`config.mk`:
```
export PLATFORM = sky130hd
export DESIGN_NAME = alu_operand_loader
export DESIGN_NICKNAME = d
export VERILOG_FILES = /design/src/rtl/alu_operand_loader.sv
export SDC_FILE = /design/constraint.sdc
export NUM_CORES = 1
export LEC_CHECK = 0
export CAP_MARGIN = 15
export CORE_MARGIN = 2
export CORE_UTILIZATION = 51
export CTS_BUF_LIST = sky130_fd_sc_hd__clkbuf_8
export CTS_CLUSTER_SIZE = 30
export DETAILED_ROUTE_END_ITERATION = 16
export GPL_TIMING_DRIVEN = 0
export PLACE_DENSITY = 0.82
export SKIP_CTS_REPAIR_TIMING = 1
export SYNTH_ARGS = -nofsm -noshare
export SYNTH_HDL_FRONTEND = slang
export SYNTH_SLANG_ARGS = --single-unit
```
`constraint.sdc`:
```
create_clock -name CLK -period 2.5 [get_ports CLK]
set_clock_uncertainty 0.05 [all_clocks]
set_input_delay 0.625 -clock CLK [delete_from_list [all_inputs] [get_ports CLK]]
set_output_delay 0.625 -clock CLK [all_outputs]
set_load 0.01 [all_outputs]
```
`src/rtl/alu_operand_loader.sv`:
```
// ============================================================================
// alu_operand_loader: debounced key-driven capture of ALU operands A, B and op.
// Optional: define ALU_OPERAND_LOADER_SIGNEXT_EN to sign-extend sw[16].
// Revision: 1.0
// ============================================================================
`default_nettype none

module alu_operand_loader #(
    parameter int DEBOUNCE_CYCLES = 500000
) (
    input  logic        CLK,
    input  logic        RST,
    input  logic [16:0] sw,
    input  logic        key_load_n,
    input  logic        key_clear_n,
    output logic [31:0] portA,
    output logic [31:0] portB,
    output logic [3:0]  aluop,
    output logic        out_valid,
    input  logic        out_ready,
    output logic [3:0]  state_leds
);

    typedef logic [31:0] word_t;
    typedef logic [3:0]  aluop_t;

    typedef enum logic [3:0] {
        LOAD_A  = 4'b0001,
        LOAD_B  = 4'b0010,
        LOAD_OP = 4'b0100,
        PRESENT = 4'b1000
    } state_t;

    localparam int c_CNT_W   = (DEBOUNCE_CYCLES > 1) ? $clog2(DEBOUNCE_CYCLES) : 1;
    localparam logic [c_CNT_W-1:0] c_CNT_LAST = c_CNT_W'(DEBOUNCE_CYCLES - 1);
    localparam int c_KEY_LOAD  = 0;
    localparam int c_KEY_CLEAR = 1;

    logic [1:0] w_key_raw;
    logic [1:0] w_evt;
    logic [1:0] r_flush;
    logic       w_flushed;
    logic       w_load_evt;
    logic       w_clear_evt;
    word_t      w_sw_word;

    assign w_key_raw   = {key_clear_n, key_load_n};
    assign w_flushed   = (r_flush == 2'd2);
    assign w_load_evt  = w_evt[c_KEY_LOAD];
    assign w_clear_evt = w_evt[c_KEY_CLEAR];

`ifdef ALU_OPERAND_LOADER_SIGNEXT_EN
    assign w_sw_word = {{15{sw[16]}}, sw};
`else
    assign w_sw_word = {15'b0, sw};
`endif

    // Synchronizer output is only trustworthy once its reset value has flushed out.
    always_ff @(posedge CLK) begin
        if (RST) begin
            r_flush <= 2'd0;
        end else if (!w_flushed) begin
            r_flush <= r_flush + 2'd1;
        end
    end

    for (genvar k = 0; k < 2; k++) begin : g_key
        logic [1:0]         r_sync;
        logic               r_level;
        logic               r_armed;
        logic               r_evt;
        logic [c_CNT_W-1:0] r_cnt;

        // A key held through reset must be released before it may fire again,
        // so events stay disarmed until a genuine released level is seen.
        always_ff @(posedge CLK) begin
            if (RST) begin
                r_sync  <= 2'b11;
                r_level <= 1'b1;
                r_armed <= 1'b0;
                r_evt   <= 1'b0;
                r_cnt   <= '0;
            end else begin
                r_sync <= {r_sync[0], w_key_raw[k]};
                r_evt  <= 1'b0;
                if (r_sync[1] == r_level) begin
                    r_cnt <= '0;
                end else if (r_cnt == c_CNT_LAST) begin
                    r_cnt   <= '0;
                    r_level <= r_sync[1];
                    r_evt   <= r_level & r_armed;
                end else begin
                    r_cnt <= r_cnt + 1'b1;
                end
                if (w_flushed && r_level && r_sync[1]) begin
                    r_armed <= 1'b1;
                end
            end
        end

        assign w_evt[k] = r_evt;
    end

    state_t r_state;
    state_t w_state_next;
    logic   w_cap_a;
    logic   w_cap_b;
    logic   w_cap_op;
    logic   w_zero;
    word_t  r_port_a;
    word_t  r_port_b;
    aluop_t r_aluop;
    logic   r_out_valid;
    logic [3:0] r_state_leds;

    always_ff @(posedge CLK) begin
        if (RST) begin
            r_state      <= LOAD_A;
            r_out_valid  <= 1'b0;
            r_state_leds <= LOAD_A;
        end else begin
            r_state      <= w_state_next;
            r_out_valid  <= (w_state_next == PRESENT);
            r_state_leds <= w_state_next;
        end
    end

    // Clear outranks both a load event and a handshake in the same cycle.
    always_comb begin
        w_state_next = r_state;
        w_cap_a      = 1'b0;
        w_cap_b      = 1'b0;
        w_cap_op     = 1'b0;
        w_zero       = 1'b0;
        if (w_clear_evt) begin
            w_state_next = LOAD_A;
            w_zero       = 1'b1;
        end else begin
            case (r_state)
                LOAD_A: begin
                    if (w_load_evt) begin
                        w_cap_a      = 1'b1;
                        w_state_next = LOAD_B;
                    end
                end
                LOAD_B: begin
                    if (w_load_evt) begin
                        w_cap_b      = 1'b1;
                        w_state_next = LOAD_OP;
                    end
                end
                LOAD_OP: begin
                    if (w_load_evt) begin
                        w_cap_op     = 1'b1;
                        w_state_next = PRESENT;
                    end
                end
                PRESENT: begin
                    if (out_ready) begin
                        w_state_next = LOAD_A;
                    end
                end
                default: begin
                    w_state_next = LOAD_A;
                end
            endcase
        end
    end

    always_ff @(posedge CLK) begin
        if (RST || w_zero) begin
            r_port_a <= '0;
            r_port_b <= '0;
            r_aluop  <= '0;
        end else begin
            if (w_cap_a) begin
                r_port_a <= w_sw_word;
            end
            if (w_cap_b) begin
                r_port_b <= w_sw_word;
            end
            if (w_cap_op) begin
                r_aluop <= sw[3:0];
            end
        end
    end

    assign portA      = r_port_a;
    assign portB      = r_port_b;
    assign aluop      = r_aluop;
    assign out_valid  = r_out_valid;
    assign state_leds = r_state_leds;

endmodule

`default_nettype wire

```
==> reports/results.ini <==
[layout]
drive_above_1_share_pct = 11.47
multi_input_comb_area_mm2 = 0.001838
nets = 578
layout-area-overhead-vs-synth_pct = 28.55
seqCellArea_mm2 = 0.001862
fillerInstances = 605
number_of_antenna_diodes = 0

[yosys]
synth_flop_cell = sky130_fd_sc_hd__dfxtp_1
post_synth_main_area_contributors = sky130_fd_sc_hd__dfxtp_1 (47%), sky130_fd_sc_hd__buf_4 (5.9%), sky130_fd_sc_hd__mux2i_1 (5.6%)
postSynthRegisterBits = 93
synth.lib_cells_used.distinct = 40
yosysWarnings = 0
post_synthesis_average_cell_area_um2 = 8.775
synth_sequential_area_ratio_pct = 47.46
synth_edf_count = 0
yosys.cell_count.top_type = sky130_fd_sc_hd__dfxtp_1
syn-cell-area_mm2 = 0.003923
largest_area_contributor_in_the_synthesized_netlist = sky130_fd_sc_hd__dfxtp_1
synth_async_sr_flop_share_pct = 0
synth.top_cells.by_count = sky130_fd_sc_hd__dfxtp_1 (93), sky130_fd_sc_hd__nor2_1 (58), sky130_fd_sc_hd__nand2_1 (55)
post-synth-top-area-fraction_pct = 47.46
post_synthesis_cell_count = 447

[grt]
grt_first_pass_wirelength_mm = 13.87
maximum_number_of_pins_on_one_net_before_global_route_repair = 17
grt_usage_pct = 19.91
grt-ovfl-total = 0
grt_pass1_vias = 3029
antenna_found_initial = 0

[worst_setup_path]
worst_setup_path_end_kind = register
crit_fanout = 10
arrival_time_at_the_worst_endpoint_ns = 2.47
critical_path_required_ns = 2.70
timing.reg2reg.setup_slack_ns = 0.23
critPathLaunchType = register
setup.worst_path.class = register to register

[timing]
holdWs_ns = 0.3793
slew_viol_final = 0
timing.final.hold_violations = 0
fmax_ghz = 0.4407
tightestPinTransition_ns = 0.5172
min_period_ns = 2.269
grt_setup_unrepaired = no
setup_violations = 0
fin_worst_setup_slack_ns = 0.2309
timing.final.crit_share_pct = 90.76
finalSetupTns_ns = 0
timing.slew.headroom_pct = 65.20

[route]
detail_route.vias_per_cell = 5.003
route.detailed.wl_per_inst_um = 12.30
detailroute.via_count = 3287
drc_errors = 0
wirelength_mm = 8.081
first_pass_iters = 4
postRouteAntennaNets = 0
drt-initial-drc-count = 109

[power_and_ir_drop]
power.leakage_nw = 1.922
pwr_density_cell_mw_per_mm2 = 565.4
power.ir.vdd_worst_mv = 0.2681

[status]
status = finished clean

[place]
final_replace_weighted_congestion = 0.8538
dpl_worst_slack_ns = 0.1228
dp.final_hpwl_mm = 5.938
placement.io_buffers = 64

[floorplan]
die_h_um = 91.70
std_cell_rows = 31
die_w_um = 91.70
floorplan.core_area_mm2 = 0.007370
die_ar_mm2 = 0.008409
ios = 95
start_util_pct = 53.23

[clocking]
cts_htree_levels = 3
cts_tree = built
clock_insertion_delay_worst_skew_ns = 0.36
cts-buffers-inserted = 9
clk_pin_slew_ns = 0.09
cts_root_buffer = sky130_fd_sc_hd__clkbuf_8
clock_tree.buffer_depth = 2
clock_sink_count = 93

[job]
drv.max_cap_violation_count = 0

[worst_hold_path]
min-delay-path-class = register to register

==> flip-flops by register name (all words and copies together) (netlist names) <==
signal	cells
aluop	4
g_key.r_armed	2
g_key.r_cnt	38
g_key.r_evt	2
g_key.r_level	2
g_key.r_sync	4
out_valid	1
portA	17
portB	17
r_flush	2
state_leds	4
==> path summary, 6_finish.rpt <==
| check | from | depth (start not counted) | endpoint |
|---|---|---|---|
| worst max-delay path | g_key[0].r_cnt[10]$_SDFF_PP0_ | 6 | g_key[0].r_cnt[12]$_SDFF_PP0_ |
| worst min register to register | g_key[0].r_sync[0]$_SDFF_PP1_ | 1 | g_key[0].r_sync[1]$_SDFF_PP1_ |
| worst min-delay path | g_key[0].r_sync[0]$_SDFF_PP1_ | 1 | g_key[0].r_sync[1]$_SDFF_PP1_ |
| worst max register to register | g_key[0].r_cnt[10]$_SDFF_PP0_ | 6 | g_key[0].r_cnt[12]$_SDFF_PP0_ |
==> worst max-delay path: stages, from the launching register on <==
cell	delay [ns]
sky130_fd_sc_hd__dfxtp_1	0.36
sky130_fd_sc_hd__or4b_2	0.68
sky130_fd_sc_hd__nor4_1	0.42
sky130_fd_sc_hd__a21o_1	0.19
sky130_fd_sc_hd__buf_2	0.20
sky130_fd_sc_hd__buf_4	0.21
sky130_fd_sc_hd__nor2_1	0.07
==> stage by stage <==
stage / total power [mW] / util [%] / std cells / instance area (µm²)
global route: 2.958 / 68.42 / 657 / 5042
floorplan: 1.697 / - / 476 / 4031
detailed placement: 1.756 / 65.08 / 639 / 4796
finish: 2.851 / 68.42 / 657 / 5042
CTS: 2.870 / 68.22 / 655 / 5027
global placement: 1.751 / 65.08 / 639 / 4796
==> cell type report <==
class | count | share of cell area [%]
Tap cell | 99 | 2.457
Timing Repair Buffer | 66 | 13.00
Clock inverter | 6 | 1.861
Clock buffer | 10 | 2.730
Buffer | 47 | 5.906
Multi-Input combinational cell | 327 | 36.45
Inverter | 9 | 0.6700
Sequential cell | 93 | 36.92
==> cell usage in the layout (no fill, tap or decap), types with 3 or more instances in the layout <==
cell type                         synthesis  layout
sky130_fd_sc_hd__conb_1                   1      30
sky130_fd_sc_hd__ha_1                     3       3
sky130_fd_sc_hd__nor2b_1                  5       5
sky130_fd_sc_hd__nor3_1                   4       4
sky130_fd_sc_hd__o31ai_1                  5       5
sky130_fd_sc_hd__nor4_1                  11      11
sky130_fd_sc_hd__o21ai_0                  8       8
sky130_fd_sc_hd__inv_1                    9       9
sky130_fd_sc_hd__clkbuf_8                 0      10
sky130_fd_sc_hd__buf_2                    4       4
sky130_fd_sc_hd__or4_1                    8       8
sky130_fd_sc_hd__xnor2_1                 15      15
sky130_fd_sc_hd__dfxtp_1                 93      93
sky130_fd_sc_hd__nand3_1                 14      14
sky130_fd_sc_hd__or3_1                    7       7
sky130_fd_sc_hd__nor4b_1                  3       3
sky130_fd_sc_hd__and3_1                   3       3
sky130_fd_sc_hd__clkdlybuf4s50_1          0      64
sky130_fd_sc_hd__buf_4                   31      33
sky130_fd_sc_hd__xor2_1                   9       9
sky130_fd_sc_hd__nand4_1                  6       6
sky130_fd_sc_hd__a21oi_1                 34      34
sky130_fd_sc_hd__nor2_1                  58      58
sky130_fd_sc_hd__nand2_1                 55      55
sky130_fd_sc_hd__clkbuf_1                12      12
sky130_fd_sc_hd__nor3b_1                  3       3
sky130_fd_sc_hd__mux2i_1                 22      22
sky130_fd_sc_hd__or2_2                    5       5
==> kinds of logic (layout without fill, tap and decap cells) <==
kind of cell	Yosys count	after routing	share of synthesized area (%)
flip-flops	93	93	47.46
other	1	30	0.09560
adder cells (fa/ha/maj)	3	3	0.9570
buffers and inverters	56	138	8.453
AND/OR/NAND/NOR	192	192	24.02
AO/OA/AOI/OAI	56	56	8.038
XOR/XNOR	24	24	5.359
multiplexers	22	22	5.614
==> metal layers <==
| layer | vias up | share of wire, % | global-route usage, % | wire (µm) |
|---|---|---|---|---|
| met5 | - | 0 | 0 | 0 |
| met4 | 0 | 1.8 | 7.463 | 146 |
| met3 | 11 | 5.2 | 3.369 | 424 |
| met2 | 79 | 46 | 33.58 | 3717 |
| met1 | 1513 | 47 | 25.61 | 3793 |
| li1 | 1684 | - | - | - |
==> report_power, final <==
part / leakage (nW) / switching [mW] / internal (mW) / total, mW
Combinational: 1.06 / 0.0968 / 0.103 / 0.200
Clock: 0.113 / 0.528 / 0.597 / 1.13
Sequential: 0.751 / 0.0161 / 1.51 / 1.53
Note: power is estimated with default switching activity, not from simulation.
==> RTL change (same flow settings) <==
Make the reset (`RST`) asynchronous in 3 clocked blocks.
--- a/src/rtl/alu_operand_loader.sv
+++ b/src/rtl/alu_operand_loader.sv
@@ -56,7 +56,7 @@
 `endif
 
     // Synchronizer output is only trustworthy once its reset value has flushed out.
-    always_ff @(posedge CLK) begin
+    always_ff @(posedge CLK or posedge RST) begin
         if (RST) begin
             r_flush <= 2'd0;
         end else if (!w_flushed) begin
@@ -73,7 +73,7 @@
 
         // A key held through reset must be released before it may fire again,
         // so events stay disarmed until a genuine released level is seen.
-        always_ff @(posedge CLK) begin
+        always_ff @(posedge CLK or posedge RST) begin
             if (RST) begin
                 r_sync  <= 2'b11;
                 r_level <= 1'b1;
@@ -113,7 +113,7 @@
     logic   r_out_valid;
     logic [3:0] r_state_leds;
 
-    always_ff @(posedge CLK) begin
+    always_ff @(posedge CLK or posedge RST) begin
         if (RST) begin
             r_state      <= LOAD_A;
             r_out_valid  <= 1'b0;
Check against the original RTL: same outputs for any inputs over 10 cycles, from zero or initial values and one cycle with RST high; that may be too few to reach the edited logic, so the function may still have changed.
==> RTL change against the original RTL <==
Utilization decreased by 1.4 points. Worst setup slack got worse by 35 ps. Combinational power decreased by 20%. Sequential cell count unchanged. Area after synthesis increased by 4.7%. Final area increased by 3.3%. Total power decreased by 8.1%. Wire length increased by 3.8%. Final cell count decreased by 4.7%. Via count decreased by 0.64%. Hold slack got worse by 68 ps. Fmax decreased by 1.5%. Highest routed layer unchanged.
==> RTL change: results <==
set metrics [dict create \
    hold_path_depth 0 \
    grt_max_degree 44 \
    max_slew_margin_pct 38.03 \
    cp.arrival_ps 2490 \
    drive_above_1_share_pct 13.74 \
    grt_pass1_wl_mm 14.01 \
    cts_max_path_buffers 2 \
    cts_made_buffers 9 \
    drtIter0Drc 167 \
    rr_endpoint "portA[14]$_SDFFE_PP0P_" \
    hp-class "reg -> reg" \
    largest_reg_flops 38 \
    ys_seq_area_share_pct 52.25 \
    avgRoutedWirePerCell_um 13.40 \
    place.gp.congestion 0.8959 \
    clk_latency_ps 360 \
    dr.pass1.iters 4 \
    reg2reg_from "state_leds[0]$_DFF_PP1_" \
    antenna_found_initial 0 \
    worstPathMaxFanout 10 \
    postSynth.asyncResetShare_pct 59.14 \
    vias_per_cell 5.217 \
    leakagePower_nw 2.249 \
    run_status "finished, final reports clean" \
    ir_drop_uv 267.7 \
    synth-xor-area-share_pct 6.185 \
    ys_top_cells_by_count "nor2_1, dfrtp_1, dfxtp_1" \
    h-tree-depth 3 \
    synthAdderAreaFrac_pct 0.9141 \
    clk_pin_slew_ps 100 \
    dp_hpwl_mm 6.051 \
    ys_warn_count 0 \
    fin_nets 544 \
    setup_viol_count_final 0 \
    first_global_vias 3090 \
    track_usage_pct 20.12 \
    synth_compound_area_share_pct 7.221 \
    synth_cell_types 44 \
    r2r_slack_ps 200 \
    diodes 0 \
    synth_area_leaders "dfrtp_1, dfxtp_1, nor2_1" \
    regMostFlops "g_key.r_cnt" \
    place_area_mm2 0.005004 \
    min_to "g_key[1].r_sync[1]$_DFF_PP1_" \
    root_buffer "clkbuf_8" \
    muxShareOfSynthArea_pct 4.936 \
    io_buffer_count 64 \
    min-delay-start "g_key[1].r_sync[0]$_DFF_PP1_" \
    rr_worst_depth 6 \
]
RTL change: cell types whose count changed after synthesis, moves of 5 or more:
cell     unedited run  this run
dfrtp_1             0        48
o21ai_0             8         3
nor2_1             58        69
a21oi_1            34        16
o22ai_1             0        17
nand2_1            55        20
dfxtp_1            93        38
dfstp_2             0         7
xor2_1              9        14
RTL change: cell type report:
| type | instances | area (um2) |
|---|---|---|
| Multi-Input combinational cell | 295 | 1763 |
| Clock buffer | 9 | 123.9 |
| Inverter | 10 | 37.54 |
| Buffer | 45 | 286.5 |
| Sequential cell | 93 | 2146 |
| Clock inverter | 7 | 61.31 |
| Timing Repair Buffer | 65 | 660.6 |
| Tap cell | 102 | 127.6 |
| Fill cell | 604 | 2561 |
RTL change: routing by layer:
layer  global-route usage, %  share of wire, %
met2                   32.08                47
met3                   3.852               5.7
met5                       0                 0
met4                   9.058               1.8
met1                   26.72                46
RTL change: stage by stage:
step                cells  total power, mW  setup slack, ps  setup TNS, ps  hold WS [ps]
floorplan             443            1.647            483.0              0         295.2
global placement      609            1.702           -434.8         -20800         297.5
detailed placement    610            1.707            67.04              0         298.7
CTS                   626            2.635            47.18              0         312.3
global route          626            2.725            15.01              0         322.0
finish                626            2.619            196.3              0         311.8
RTL change: how the worst max path moves through the flow:
| stage | start | end | cells after the start |
|---|---|---|---|
| CTS | g_key[0].r_cnt[9]$_DFF_PP0_ | g_key[0].r_cnt[11]$_DFF_PP0_ | 6 |
| finish | state_leds[0]$_DFF_PP1_ | portA[14]$_SDFFE_PP0P_ | 6 |
| global placement | RST | g_key[1].r_cnt[5]$_DFF_PP0_ | 2 |
| detailed placement | g_key[0].r_cnt[9]$_DFF_PP0_ | g_key[0].r_cnt[16]$_DFF_PP0_ | 6 |
| global route | state_leds[0]$_DFF_PP1_ | portA[10]$_SDFFE_PP0P_ | 6 |
| floorplan | state_leds[0]$_DFF_PP1_ | portA[10]$_SDFFE_PP0P_ | 6 |
RTL change: cell families (layout without fill, tap and decap cells):
| logic type | after synthesis | in the layout |
|---|---|---|
| muxes | 20 | 20 |
| AOI/OAI and AO/OA | 47 | 47 |
| other | 1 | 30 |
| xor gates and xnor gates | 29 | 29 |
| adders and majority gates | 3 | 3 |
| buffers and inverters | 55 | 136 |
| DFF | 93 | 93 |
| and+or+nand+nor | 166 | 166 |
RTL change: critical path, stage by stage (launching register included):
cell	delay [ps]
dfstp_2	540
clkbuf_1	320
nor4bb_1	450
nand2_2	270
buf_2	300
mux2i_1	190
nor2_1	60
RTL change: power by group:
group | switching, mW | internal (mW) | total [mW]
combinational | 0.0839 | 0.0760 | 0.160
clock | 0.557 | 0.383 | 0.940
sequential | 0.0114 | 1.51 | 1.52
total | 0.652 | 1.97 | 2.62
